**src/rtl/svc_soc_uart_tx_buf.sv**
```systemverilog
// Memory-mapped, FIFO-buffered 8N1 UART transmitter on the SoC I/O bus.
// Optional 16-bit drop counter at offset 0x8 is enabled by defining SVC_UART_TX_OVFCNT_EN.
module svc_soc_uart_tx_buf #(
    parameter int unsigned CLOCK_FREQ = 25_000_000,
    parameter int unsigned BAUD_RATE  = 115_200,
    parameter int unsigned DEPTH      = 16,
    parameter logic [31:0] BASE_ADDR  = 32'h8000_0100
) (
    input  logic        clk,
    input  logic        rst,
    input  logic        io_wen,
    input  logic [31:0] io_waddr,
    input  logic [31:0] io_wdata,
    input  logic [3:0]  io_wstrb,
    input  logic        io_ren,
    input  logic [31:0] io_raddr,
    output logic [31:0] io_rdata,
    output logic        uart_tx
);

    localparam int unsigned DIV = (CLOCK_FREQ + BAUD_RATE / 2) / BAUD_RATE;
    localparam int unsigned CW  = (DIV > 1) ? $clog2(DIV) : 1;
    localparam int unsigned AW  = $clog2(DEPTH);
    localparam logic [CW-1:0] CNT_MAX  = CW'(DIV - 1);
    localparam logic [AW:0]   LVL_FULL = (AW + 1)'(DEPTH);

    typedef enum logic [1:0] {StIdle, StStart, StData, StStop} state_t;

    logic [7:0]    r_mem [DEPTH];
    logic [AW-1:0] r_wptr, r_rptr;
    logic [AW:0]   r_level;
    logic          r_ovf;
    logic [31:0]   r_rdata;

    state_t        r_state, w_state_d;
    logic [CW-1:0] r_cnt, w_cnt_d;
    logic [2:0]    r_bit, w_bit_d;
    logic [7:0]    r_shift, w_shift_d;
    logic          r_tx, w_tx_d;

    logic w_whit, w_rhit, w_full, w_empty, w_busy;
    logic w_push_req, w_push, w_drop, w_pop, w_clr;
    logic [7:0]  w_level8;
    logic [31:0] w_status, w_rdata_d;
    logic w_unused_ok;

    assign w_whit   = io_wen && (io_waddr[31:4] == BASE_ADDR[31:4]);
    assign w_rhit   = io_ren && (io_raddr[31:4] == BASE_ADDR[31:4]);
    assign w_full   = (r_level == LVL_FULL);
    assign w_empty  = (r_level == '0);
    assign w_busy   = (r_state != StIdle);
    assign w_level8 = 8'(r_level);

    // Full is judged on the registered level, so a same-cycle pop cannot rescue a push.
    assign w_push_req = w_whit && (io_waddr[3:0] == 4'h0) && io_wstrb[0];
    assign w_push     = w_push_req && !w_full;
    assign w_drop     = w_push_req && w_full;
    assign w_clr      = w_whit && (io_waddr[3:0] == 4'h4) && io_wstrb[0] && io_wdata[3];

    assign w_status    = {16'h0, w_level8, 4'h0, r_ovf, w_busy, w_empty, w_full};
    assign w_unused_ok = ^{io_wdata[31:8], io_wstrb[3:1]};

    always_ff @(posedge clk) begin
        if (w_push) r_mem[r_wptr] <= io_wdata[7:0];
    end

    always_ff @(posedge clk) begin
        if (rst) begin
            r_wptr  <= '0;
            r_rptr  <= '0;
            r_level <= '0;
            r_ovf   <= 1'b0;
        end else begin
            if (w_push) r_wptr <= r_wptr + 1'b1;
            if (w_pop)  r_rptr <= r_rptr + 1'b1;
            case ({w_push, w_pop})
                2'b10:   r_level <= r_level + 1'b1;
                2'b01:   r_level <= r_level - 1'b1;
                default: r_level <= r_level;
            endcase
            if (w_drop)     r_ovf <= 1'b1;
            else if (w_clr) r_ovf <= 1'b0;
        end
    end

`ifdef SVC_UART_TX_OVFCNT_EN
    logic [15:0] r_ovfcnt;

    always_ff @(posedge clk) begin
        if (rst) begin
            r_ovfcnt <= '0;
        end else if (w_clr) begin
            r_ovfcnt <= '0;
        end else if (w_drop && (r_ovfcnt != 16'hFFFF)) begin
            r_ovfcnt <= r_ovfcnt + 16'd1;
        end
    end
`endif

    always_comb begin
        w_rdata_d = '0;
        if (w_rhit) begin
            case (io_raddr[3:0])
                4'h4:    w_rdata_d = w_status;
`ifdef SVC_UART_TX_OVFCNT_EN
                4'h8:    w_rdata_d = {16'h0, r_ovfcnt};
`endif
                default: w_rdata_d = '0;
            endcase
        end
    end

    always_ff @(posedge clk) begin
        if (rst) r_rdata <= '0;
        else     r_rdata <= w_rdata_d;
    end

    // Line level is computed alongside the next state so uart_tx comes straight from a flop.
    always_comb begin
        w_state_d = r_state;
        w_cnt_d   = r_cnt + 1'b1;
        w_bit_d   = r_bit;
        w_shift_d = r_shift;
        w_tx_d    = r_tx;
        w_pop     = 1'b0;
        unique case (r_state)
            StIdle: begin
                w_cnt_d = '0;
                w_tx_d  = 1'b1;
                if (!w_empty) begin
                    w_pop     = 1'b1;
                    w_shift_d = r_mem[r_rptr];
                    w_state_d = StStart;
                    w_tx_d    = 1'b0;
                end
            end
            StStart: begin
                if (r_cnt == CNT_MAX) begin
                    w_cnt_d   = '0;
                    w_bit_d   = '0;
                    w_state_d = StData;
                    w_tx_d    = r_shift[0];
                end
            end
            StData: begin
                if (r_cnt == CNT_MAX) begin
                    w_cnt_d = '0;
                    if (r_bit == 3'd7) begin
                        w_state_d = StStop;
                        w_tx_d    = 1'b1;
                    end else begin
                        w_bit_d   = r_bit + 3'd1;
                        w_shift_d = {1'b0, r_shift[7:1]};
                        w_tx_d    = r_shift[1];
                    end
                end
            end
            StStop: begin
                if (r_cnt == CNT_MAX) begin
                    w_cnt_d   = '0;
                    w_state_d = StIdle;
                    w_tx_d    = 1'b1;
                end
            end
            default: begin
                w_state_d = StIdle;
                w_cnt_d   = '0;
                w_tx_d    = 1'b1;
            end
        endcase
    end

    always_ff @(posedge clk) begin
        if (rst) begin
            r_state <= StIdle;
            r_cnt   <= '0;
            r_bit   <= '0;
            r_shift <= '0;
            r_tx    <= 1'b1;
        end else begin
            r_state <= w_state_d;
            r_cnt   <= w_cnt_d;
            r_bit   <= w_bit_d;
            r_shift <= w_shift_d;
            r_tx    <= w_tx_d;
        end
    end

    assign io_rdata = r_rdata;
    assign uart_tx  = r_tx;

endmodule

```
**config.mk**
```make
export PLATFORM = sky130hd
export DESIGN_NAME = svc_soc_uart_tx_buf
export DESIGN_NICKNAME = d
export VERILOG_FILES = /design/src/rtl/svc_soc_uart_tx_buf.sv
export SDC_FILE = /design/constraint.sdc
export NUM_CORES = 1
export LEC_CHECK = 0
export BUFFER_PORTS_ARGS = -buffer_cell sky130_fd_sc_hd__buf_2
export CORE_MARGIN = 4
export CORE_UTILIZATION = 40
export CTS_BUF_LIST = sky130_fd_sc_hd__clkbuf_4 sky130_fd_sc_hd__clkbuf_8
export DETAILED_ROUTE_END_ITERATION = 10
export RECOVER_POWER = 25
export SYNTH_ARGS = -nofsm -noshare
export SYNTH_HDL_FRONTEND = slang
export SYNTH_SLANG_ARGS = --single-unit
```
**constraint.sdc**
```tcl
create_clock -name clk -period 3.9 [get_ports clk]
set_input_delay 0.78 -clock clk [delete_from_list [all_inputs] [get_ports clk]]
set_output_delay 0.78 -clock clk [all_outputs]
set_load 0.02 [all_outputs]
```
==> reports/qor.yml <==
grt_setup_unrepaired: "false"
synth_xor_area_share_pct: 1.63
power_density_nw_per_um2: 415
crit_slowest_cell: "nor4_4"
htree_num_levels: 4
clk_pin_slew_ns: 0.09
max_stage_delay_ns: 0.36
final_area_um2: 8520
min_period_ns: 3.19
setup_violations: 0
clockBufferDepth: 2
synthAdderAreaFrac_pct: 2.83
multi_input_area_um2: 2420
post-route-util_pct: 46.8
worst_ir_drop_vdd_v: 0.000354
power.total_mw: 3.54
core_area_um2: 18200
ys_seq_elements: 177
maxSlewViolCount: 0
drtIter0Drc: 251
leakage_nw: 2.95
synth.most_common_cell: "edfxtp_1"
cp_max_fo: 9
post-place-ws_ns: 0.210
hpwl_um: 10400
critPathKind: "in2reg"
slew_headroom_pct: 35.3
n_antenna_cell: 0
via_count: 4462
p_sw_share_pct: 24.3
cts_buffers: 17
synth_compound_area_share_pct: 5.73
status: "complete, no violations"
yosysTopAreaCellShare_pct: 51.1
setup_tns_ns: 0
layout.nets: 731
pwr-share-seq_pct: 58.6
wire_per_inst_um: 18.3
yosys.area_share.simple_pct: 10.2
post_cts_buffers: 0
cts_tree: "built"
worstPathArrival_ns: 3.53
worstMarginPinSlew_ns: 0.967
initial_core_util_pct: 41.3
grt_pass1_vias: 4556
synth_common_cells: "edfxtp_1, dfxtp_1, nor2_1, mux4_2, buf_4"
area_delta_synth_final_pct: 13.4
synth_top_family_by_area: "multiplexers"
die_w_um: 145
ys.flop_type: "edfxtp_1"
synth_edf_count: 128
grt_max_degree: 35
antenna_found_initial: 0
critical-path-top-delay-family: "simple AND/OR/NAND/NOR gates"
p_int_mw: 2.68
clk_latency_ns: 0.46
avgSynthCellArea_um2: 14.7
fill_cells: 1593
syn-cell-area_um2: 7510
async_reset_ff_share_pct: 0
cts_sinks: 177
period_share_pct: 81.7
synthDistinctLibCells: 52
p_switching_mw: 0.858
hold_buffers: 0
clockPowerShare_pct: 34.4
std_cell_rows: 49
crit_path_start_kind: "input port"
yosys-top-cells-area: "edfxtp_1, dfxtp_1, mux4_2"
regArea_um2: 4830
drt-total-wl_um: 15600
skew_ns: 0.0204
crit_buf_inv: 2
synth_seq_area_share_pct: 64.2
post-route-worst-setup-slack_ns: 0.714
die_h_um: 145
ant_nets: 0
power_frac_comb_pct: 7.0
place_congestion: 0.779
gr-total-overflow: 0
synth_top_area_cell: "edfxtp_1"
fmax_ghz: 0.314
dr.pass1.iters: 5
grt.total_usage_pct: 15.1
worstHoldPathType: "reg2reg"
crit_chain: "buf_2, nor4b_1, nand4_1, nor4_4, inv_1, ha_1, xor2_1, ha_1, a211o_1, nand2_1, nand3b_1, a31oi_1, mux2_2"
synth.area.mux_share_pct: 10.7
dpl_cell_area_um2: 8150
die-area_um2: 21000
synth-warning-count: 0
grt_pass1_wl_um: 24900
crit_required_ns: 4.24
crit_top_cell: "ha_1"
drcViolationCount: 0
viasPerCell: 5.24
syn_inst: 511
cts_resized: 0
cap_viol_max_count: 0
clockRootBuffer: "clkbuf_8"
portBuffers: 86
cp-end-kind: "register"
layout-drive-gt1-share_pct: 27.3
pin_count: 137
finalHoldViolations: 0
==> cells in the final DEF, fill, tap and decap left out, types with 5 or more instances in the layout <==
cell        n
edfxtp_1  128
inv_1      12
mux2i_1     6
nor4b_1     5
buf_4      18
xor2_1     11
nor2b_1    12
dfxtp_1    47
nand2_1    14
conb_1     23
ha_1       17
nand3_1     8
nor2_1     44
clkbuf_8   17
a22oi_1    15
buf_2      80
clkbuf_1    6
nor4_1      9
and2_1      8
a21oi_1    13
a211oi_1   10
nand3b_1    5
o21ai_0     5
nor3_1     15
mux4_2     32
==> area by class of cell <==
class                      count  share of cell area (%)
sequential                   177                    56.7
multi-input combinational    298                    28.5
timing repair buffer         104                    6.55
tap                          229                    3.36
clock buffer                  19                    2.92
clock inverter                13                    1.50
inverter                      12                   0.529
==> per-stage QoR <==
stage / cells / hold slack [ns]
after global placement: 820 / 0.450
after global routing: 852 / 0.504
after CTS: 852 / 0.477
after floorplan: 533 / 0.448
after detailed placement: 820 / 0.453
final: 852 / 0.477
==> cells by family (layout without fill, tap and decap cells) <==
family | after synthesis | count (layout)
flip-flops | 177 | 177
multiplexers | 40 | 40
other | 1 | 23
AND/OR/NAND/NOR | 141 | 141
XOR/XNOR | 14 | 14
buffers and inverters | 58 | 148
adder cells (fa/ha/maj) | 17 | 17
AO/OA/AOI/OAI | 63 | 63
==> worst paths after layout <==
check / from / end / slack, ns / cells after the start
worst max-delay path: io_waddr[1] / r_level[4] / 0.71 / 13
worst min-delay path: uart_tx / uart_tx / 0.48 / 1
worst max register to register: r_level[2] / r_level[4] / 0.79 / 10
worst min register to register: uart_tx / uart_tx / 0.48 / 1
==> worst register-to-register path: stages (launching register included) <==
cell and delay, ns:
dfxtp_1 0.41, or4_1 0.60, o21a_1 0.33, ha_1 0.36, xor2_1 0.18, ha_1 0.22
a211o_1 0.27, nand2_1 0.06, nand3b_1 0.07, a31oi_1 0.16, mux2_2 0.35
==> state kept, by name, summed over array words and instances, names as in the netlist, 3 cells and up, named ones only <==
signal,cells
r_level,5
r_rptr,4
r_bit,3
io_rdata,9
r_cnt,8
r_shift,8
r_wptr,4
r_mem,128
==> power by group through the flow <==
stage	registers, mW	logic, mW	clock network, mW
2_1_floorplan	2.11	0.174	0
3_3_place_gp	2.11	0.234	0
3_5_place_dp	2.11	0.245	0
4_1_cts	2.07	0.247	1.24
5_1_grt	2.08	0.280	1.32
6_report	2.07	0.248	1.22
==> layer usage <==
metal / routed length, µm / global-route usage, % / part of all wire [%]
met3: 907 / 3.87 / 5.8
met2: 7820 / 25.7 / 50
met5: 0 / 0 / 0
met4: 72 / 3.56 / 0.46
met1: 6840 / 19.5 / 44
(Power assumes the default switching activity.)
